--- src/rtl/lvds_ddr_tx_ctrl.sv ---
// Frame-level transmit controller feeding an ODDR + TLVDS_TBUF pair: warm-up, preamble, data, tail.
// Optional LVDS_TX_PARITY_EN inserts a parity pair between the last data pair and the tail.
module lvds_ddr_tx_ctrl #(
    parameter int DATA_W     = 8,
    parameter int WARMUP     = 4,
    parameter int PRE_PAIRS  = 4,
    parameter int TAIL_PAIRS = 2
) (
    input  logic              clk,
    input  logic              rst,
    input  logic              tx_valid,
    input  logic [DATA_W-1:0] tx_data,
    input  logic              tx_last,
    output logic              tx_ready,
    output logic              ddr_d0,
    output logic              ddr_d1,
    output logic              oen,
    output logic              busy,
    output logic              underrun
);

    localparam int NPAIRS = DATA_W / 2;
    localparam int CMAX_A = (WARMUP > PRE_PAIRS) ? WARMUP : PRE_PAIRS;
    localparam int CMAX   = (CMAX_A > TAIL_PAIRS) ? CMAX_A : TAIL_PAIRS;
    localparam int CNT_W  = $clog2(CMAX) + 1;
    localparam int PC_W   = $clog2(NPAIRS) + 1;

    localparam logic [CNT_W-1:0] WARM_LD = CNT_W'(WARMUP - 1);
    localparam logic [CNT_W-1:0] PRE_LD  = CNT_W'(PRE_PAIRS - 1);
    localparam logic [CNT_W-1:0] TAIL_LD = CNT_W'(TAIL_PAIRS - 1);
    localparam logic [CNT_W-1:0] CNT_ONE = CNT_W'(1);
    localparam logic [PC_W-1:0]  PC_LD   = PC_W'(NPAIRS - 1);
    localparam logic [PC_W-1:0]  PC_ONE  = PC_W'(1);

    typedef enum logic [2:0] {
        S_IDLE,
        S_WARM,
        S_PRE,
        S_DATA,
`ifdef LVDS_TX_PARITY_EN
        S_PAR,
`endif
        S_TAIL
    } state_t;

    state_t            state_q;
    logic [CNT_W-1:0]  cnt_q;
    logic [PC_W-1:0]   pcnt_q;
    logic [DATA_W-1:0] sh_q;
    logic              last_q;
    logic              oen_q, d0_q, d1_q, rdy_q, busy_q, unr_q;
`ifdef LVDS_TX_PARITY_EN
    logic              par_q;
`endif

    always_ff @(posedge clk) begin
        if (rst) begin
            state_q <= S_IDLE;
            cnt_q   <= '0;
            pcnt_q  <= '0;
            last_q  <= 1'b0;
            oen_q   <= 1'b1;
            d0_q    <= 1'b0;
            d1_q    <= 1'b0;
            rdy_q   <= 1'b0;
            busy_q  <= 1'b0;
            unr_q   <= 1'b0;
`ifdef LVDS_TX_PARITY_EN
            par_q   <= 1'b0;
`endif
        end else begin
            d0_q  <= 1'b0;
            d1_q  <= 1'b0;
            rdy_q <= 1'b0;
            unr_q <= 1'b0;
            // rdy_q is only set in the final PRE cycle or at a DATA word boundary,
            // and both cases take the next word (or underrun) identically.
            if (rdy_q) begin
                state_q <= S_DATA;
                if (tx_valid) begin
                    d0_q   <= tx_data[0];
                    d1_q   <= tx_data[1];
                    sh_q   <= tx_data >> 2;
                    pcnt_q <= PC_LD;
                    last_q <= tx_last;
                    rdy_q  <= (NPAIRS == 1) && !tx_last;
`ifdef LVDS_TX_PARITY_EN
                    par_q  <= par_q ^ (^tx_data);
`endif
                end else begin
                    unr_q  <= 1'b1;
                    rdy_q  <= 1'b1;
                    pcnt_q <= '0;
                    last_q <= 1'b0;
                end
            end else begin
                case (state_q)
                    S_IDLE: begin
                        oen_q  <= 1'b1;
                        busy_q <= 1'b0;
                        if (tx_valid) begin
                            state_q <= S_WARM;
                            cnt_q   <= WARM_LD;
                            oen_q   <= 1'b0;
                            busy_q  <= 1'b1;
`ifdef LVDS_TX_PARITY_EN
                            par_q   <= 1'b0;
`endif
                        end
                    end
                    S_WARM: begin
                        if (cnt_q == '0) begin
                            state_q <= S_PRE;
                            cnt_q   <= PRE_LD;
                            d0_q    <= 1'b1;
                            rdy_q   <= (PRE_PAIRS == 1);
                        end else begin
                            cnt_q <= cnt_q - CNT_ONE;
                        end
                    end
                    S_PRE: begin
                        cnt_q <= cnt_q - CNT_ONE;
                        d0_q  <= 1'b1;
                        rdy_q <= (cnt_q == CNT_ONE);
                    end
                    S_DATA: begin
                        if (pcnt_q != '0) begin
                            d0_q   <= sh_q[0];
                            d1_q   <= sh_q[1];
                            sh_q   <= sh_q >> 2;
                            pcnt_q <= pcnt_q - PC_ONE;
                            rdy_q  <= (pcnt_q == PC_ONE) && !last_q;
                        end else begin
`ifdef LVDS_TX_PARITY_EN
                            state_q <= S_PAR;
                            d0_q    <= par_q;
                            d1_q    <= ~par_q;
`else
                            state_q <= S_TAIL;
                            cnt_q   <= TAIL_LD;
`endif
                        end
                    end
`ifdef LVDS_TX_PARITY_EN
                    S_PAR: begin
                        state_q <= S_TAIL;
                        cnt_q   <= TAIL_LD;
                    end
`endif
                    S_TAIL: begin
                        if (cnt_q == '0) begin
                            state_q <= S_IDLE;
                            oen_q   <= 1'b1;
                            busy_q  <= 1'b0;
                        end else begin
                            cnt_q <= cnt_q - CNT_ONE;
                        end
                    end
                    default: begin
                        state_q <= S_IDLE;
                        oen_q   <= 1'b1;
                        busy_q  <= 1'b0;
                    end
                endcase
            end
        end
    end

    assign tx_ready = rdy_q;
    assign ddr_d0   = d0_q;
    assign ddr_d1   = d1_q;
    assign oen      = oen_q;
    assign busy     = busy_q;
    assign underrun = unr_q;

endmodule

--- config.mk ---
export PLATFORM = sky130hd
export DESIGN_NAME = lvds_ddr_tx_ctrl
export DESIGN_NICKNAME = d
export VERILOG_FILES = /design/src/rtl/lvds_ddr_tx_ctrl.sv
export SDC_FILE = /design/constraint.sdc
export NUM_CORES = 1
export LEC_CHECK = 0
export ABC_CLOCK_PERIOD_IN_PS = 4500
export BUFFER_PORTS_ARGS = -buffer_cell sky130_fd_sc_hd__buf_4
export CORE_MARGIN = 2
export CORE_UTILIZATION = 40
export CTS_CLUSTER_DIAMETER = 50
export DETAILED_ROUTE_END_ITERATION = 6
export GPL_TIMING_DRIVEN = 0
export PLACE_DENSITY = 0.61
export SLEW_MARGIN = 20
export SYNTH_ARGS = -nofsm -noshare
export SYNTH_HDL_FRONTEND = slang
export SYNTH_SLANG_ARGS = --single-unit
export TNS_END_PERCENT = 100
--- constraint.sdc ---
create_clock -name clk -period 4.5 [get_ports clk]
set_input_delay 0.9 -clock clk [delete_from_list [all_inputs] [get_ports clk]]
set_output_delay 0.9 -clock clk [all_outputs]
set_load 0.01 [all_outputs]
==> impl_metrics.csv <==
group,metric,value,unit
finish,stdcell_count,175,
die,die_w,58.7,µm
worst_setup_path,critPathKind,"in2reg",
global_routing,track_usage,0.187,
die,die_h,58.7,µm
clock_network,ctsRootBufferMaster,"clkbuf_4",
drt,route.met2.wl,1440,µm
drt,viasPerCell,5.76,
sta,slew_violations,0,
worst_setup_path,reg2reg_depth,5,
sta,fmax,477,MHz
clock_network,cts_resized,0,
finish,drive_above_1_share,0.243,
worst_setup_path,crit_end,"sh_q[0]",
placed_design,placedCellCount,171,
logic_synthesis,synth_nets,142,
sta,tightest_slew,0.900,ns
drt,wl,2780,µm
finish,diodes,0,
worst_setup_path,r2r_start,"pcnt_q[0]",
placed_design,post-place-ws,2.08,ns
drt,top_layer_used,"met4",
clock_network,cts.reportedPaths.clkPinSlew,0.13,ns
sta,hold_viol_final,0,
worst_setup_path,reg2reg_slack,2.45,ns
drt,post_drt_wl_per_cell,15.9,µm
sta,finClkSkew,0.00298,ns
hold_path,hp-class,"reg2reg",
sta,period_needed,2.09,ns
logic_synthesis,ys_seq_elements,22,
clock_network,cts_tree,"done",
logic_synthesis,yosys.area.top_type,"dfxtp_1",
die,num_rows,19,
placed_design,port_buffers,16,
die,io_pins,18,
finish,area_growth,17.7,%
worst_setup_path,cp-start-kind,"primary input",
worst_setup_path,crit_fanout,9,
clock_network,insertion_delay,0.32,ns
logic_synthesis,avgSynthCellArea,9.66,µm²
logic_synthesis,ys_seq_area_frac,0.418,
finish,most-common-layout-cells,"dfxtp_1 (16), buf_4 (16), nor2_1 (9)",
clock_network,cts_hold_buf,0,
placed_design,gp_congestion,0.800,
drt,wl_met3,123,µm
drt,met1_length,1190,µm
global_routing,grt_overflow,0,
hold_path,min_from,"busy",
sta,rsz0062_at_grt,"false",
pwr,pwr_density_cell,388,nW/µm²
global_routing,grt_antenna_before_repair,0,
clock_network,cts_buffers,3,
placed_design,place_area,1360,µm²
pwr,vdd_drop_max,0.000213,V
sta,timing.slew.headroom,0.395,
worst_setup_path,worstPathArrival,2.06,ns
drt,route.detailed.drc,0,
sta,fin_crit_sh,0.466,
drt,dr.pass1.iters,4,
finish,final_area,1410,µm²
worst_setup_path,worstPathRequired,4.47,ns
clock_network,postCtsSetupBuffers,0,
status,status,"finished, final reports clean",
drt,drtIter0Drc,43,
die,initial_core_util,0.427,
logic_synthesis,synth-async-reset-ratio,0,
die,core_area,2810,µm²
logic_synthesis,syn_area,1200,µm²
logic_synthesis,synth_edf_count,6,
drt,ant_nets,0,
sta,timing.final.ws_setup,2.41,ns
worst_setup_path,cp-end-kind,"flop",
logic_synthesis,netlist-cell-type-count,46,
worst_setup_path,cp-startpoint,"tx_valid",
die,dieArea,3450,µm²
clock_network,h-tree-depth,1,
logic_synthesis,yosysTopAreaCellShare,0.268,
pwr,p_leak,0.545,nW
placed_design,place_hpwl,2040,µm
clock_network,clockBufferDepth,2,
sta,tns,0,ns
clock_network,cts.sinks,22,
finish,finalNetCount,163,
drt,vias,1008,
global_routing,grt_pass1_vias,1036,
global_routing,grt_max_degree,14,
logic_synthesis,yosys_most_used_dff,"dfxtp_1",
flow_run,maxCapViolCount,0,
logic_synthesis,netlist_top_cells_area,"dfxtp_1 (27%), edfxtp_1 (15%), ha_1 (6.3%)",
global_routing,grt_pass1_wl,4820,µm
logic_synthesis,syn_inst,124,
sta,setup_viol,0,
worst_setup_path,rr_endpoint,"sh_q[0]",
logic_synthesis,synth_warnings,0,
[power breakdown]
part	leakage [nW]	switching, mW	internal, mW
combinational	0.331	0.0881	0.0682
sequential	0.185	0.0124	0.220
clock	0.0279	0.0674	0.0901
total	0.545	0.168	0.379
[metrics by stage]
step                hold slack, ns  total power, mW  utilization
CTS                          0.495            0.548        0.502
floorplan                    0.446            0.347            -
finish                       0.494            0.547        0.502
global route                 0.527            0.576        0.502
global placement             0.459            0.387        0.483
detailed placement           0.472            0.392        0.483
[worst min-delay path by stage]
stage	end	slack, ns	cells after the start
after global routing	last_q	0.53	2
final	busy	0.49	2
after floorplan	last_q	0.45	2
after detailed placement	busy	0.47	2
after global placement	busy	0.46	2
after CTS	busy	0.50	2
[cell usage after synthesis, types with 2 or more instances]
cell	count
nor3_1	5
a21o_1	2
mux2_2	4
edfxtp_1	6
nand3_1	4
inv_1	5
o31ai_1	2
a211oi_2	2
o21ai_0	3
nor2_1	9
and2_1	2
clkbuf_1	7
a22oi_1	2
ha_1	6
nor2b_1	4
nand2_1	2
o21a_1	2
nand2b_1	4
dfxtp_1	16
a31oi_1	4
a21oi_1	8
[routing by layer]
| layer | up-vias | global-route usage |
|---|---|---|
| met5 | - | 0 |
| met4 | 0 | 0.0292 |
| met3 | 2 | 0.0462 |
| met2 | 25 | 0.323 |
| met1 | 490 | 0.240 |
| li1 | 491 | - |
[registers in the layout (all words and copies together) (netlist names)]
signal / flops
last_q: 1
cnt_q: 3
ddr_d0: 1
ddr_d1: 1
state_q: 3
oen: 1
busy: 1
underrun: 1
pcnt_q: 3
tx_ready: 1
sh_q: 6
[critical path, cell delays in order]
cell      delay, ns
clkbuf_1       0.33
nor2b_1        0.12
nor3_1         0.71
[kinds of logic (layout without fill, tap and decap cells)]
family,count (synthesis),count (layout),synth area share
XOR/XNOR,2,2,0.0146
adder cells (fa/ha/maj),6,6,0.0627
flip-flops,22,22,0.418
multiplexers,4,4,0.0376
AND/OR/NAND/NOR,40,40,0.196
AO/OA/AOI/OAI,35,35,0.216
buffers and inverters,15,35,0.0543
[layout make-up]
class / instances / area (µm²)
inverters: 6 / 22.5
flip-flops and latches: 22 / 500
well taps: 31 / 38.8
clock buffers: 3 / 22.5
plain buffers: 9 / 42.5
multi-input cells: 87 / 632
fillers: 297 / 1400
clock inverters: 1 / 30.0
repair buffers: 16 / 120
Note: power is estimated with default switching activity, not from simulation.
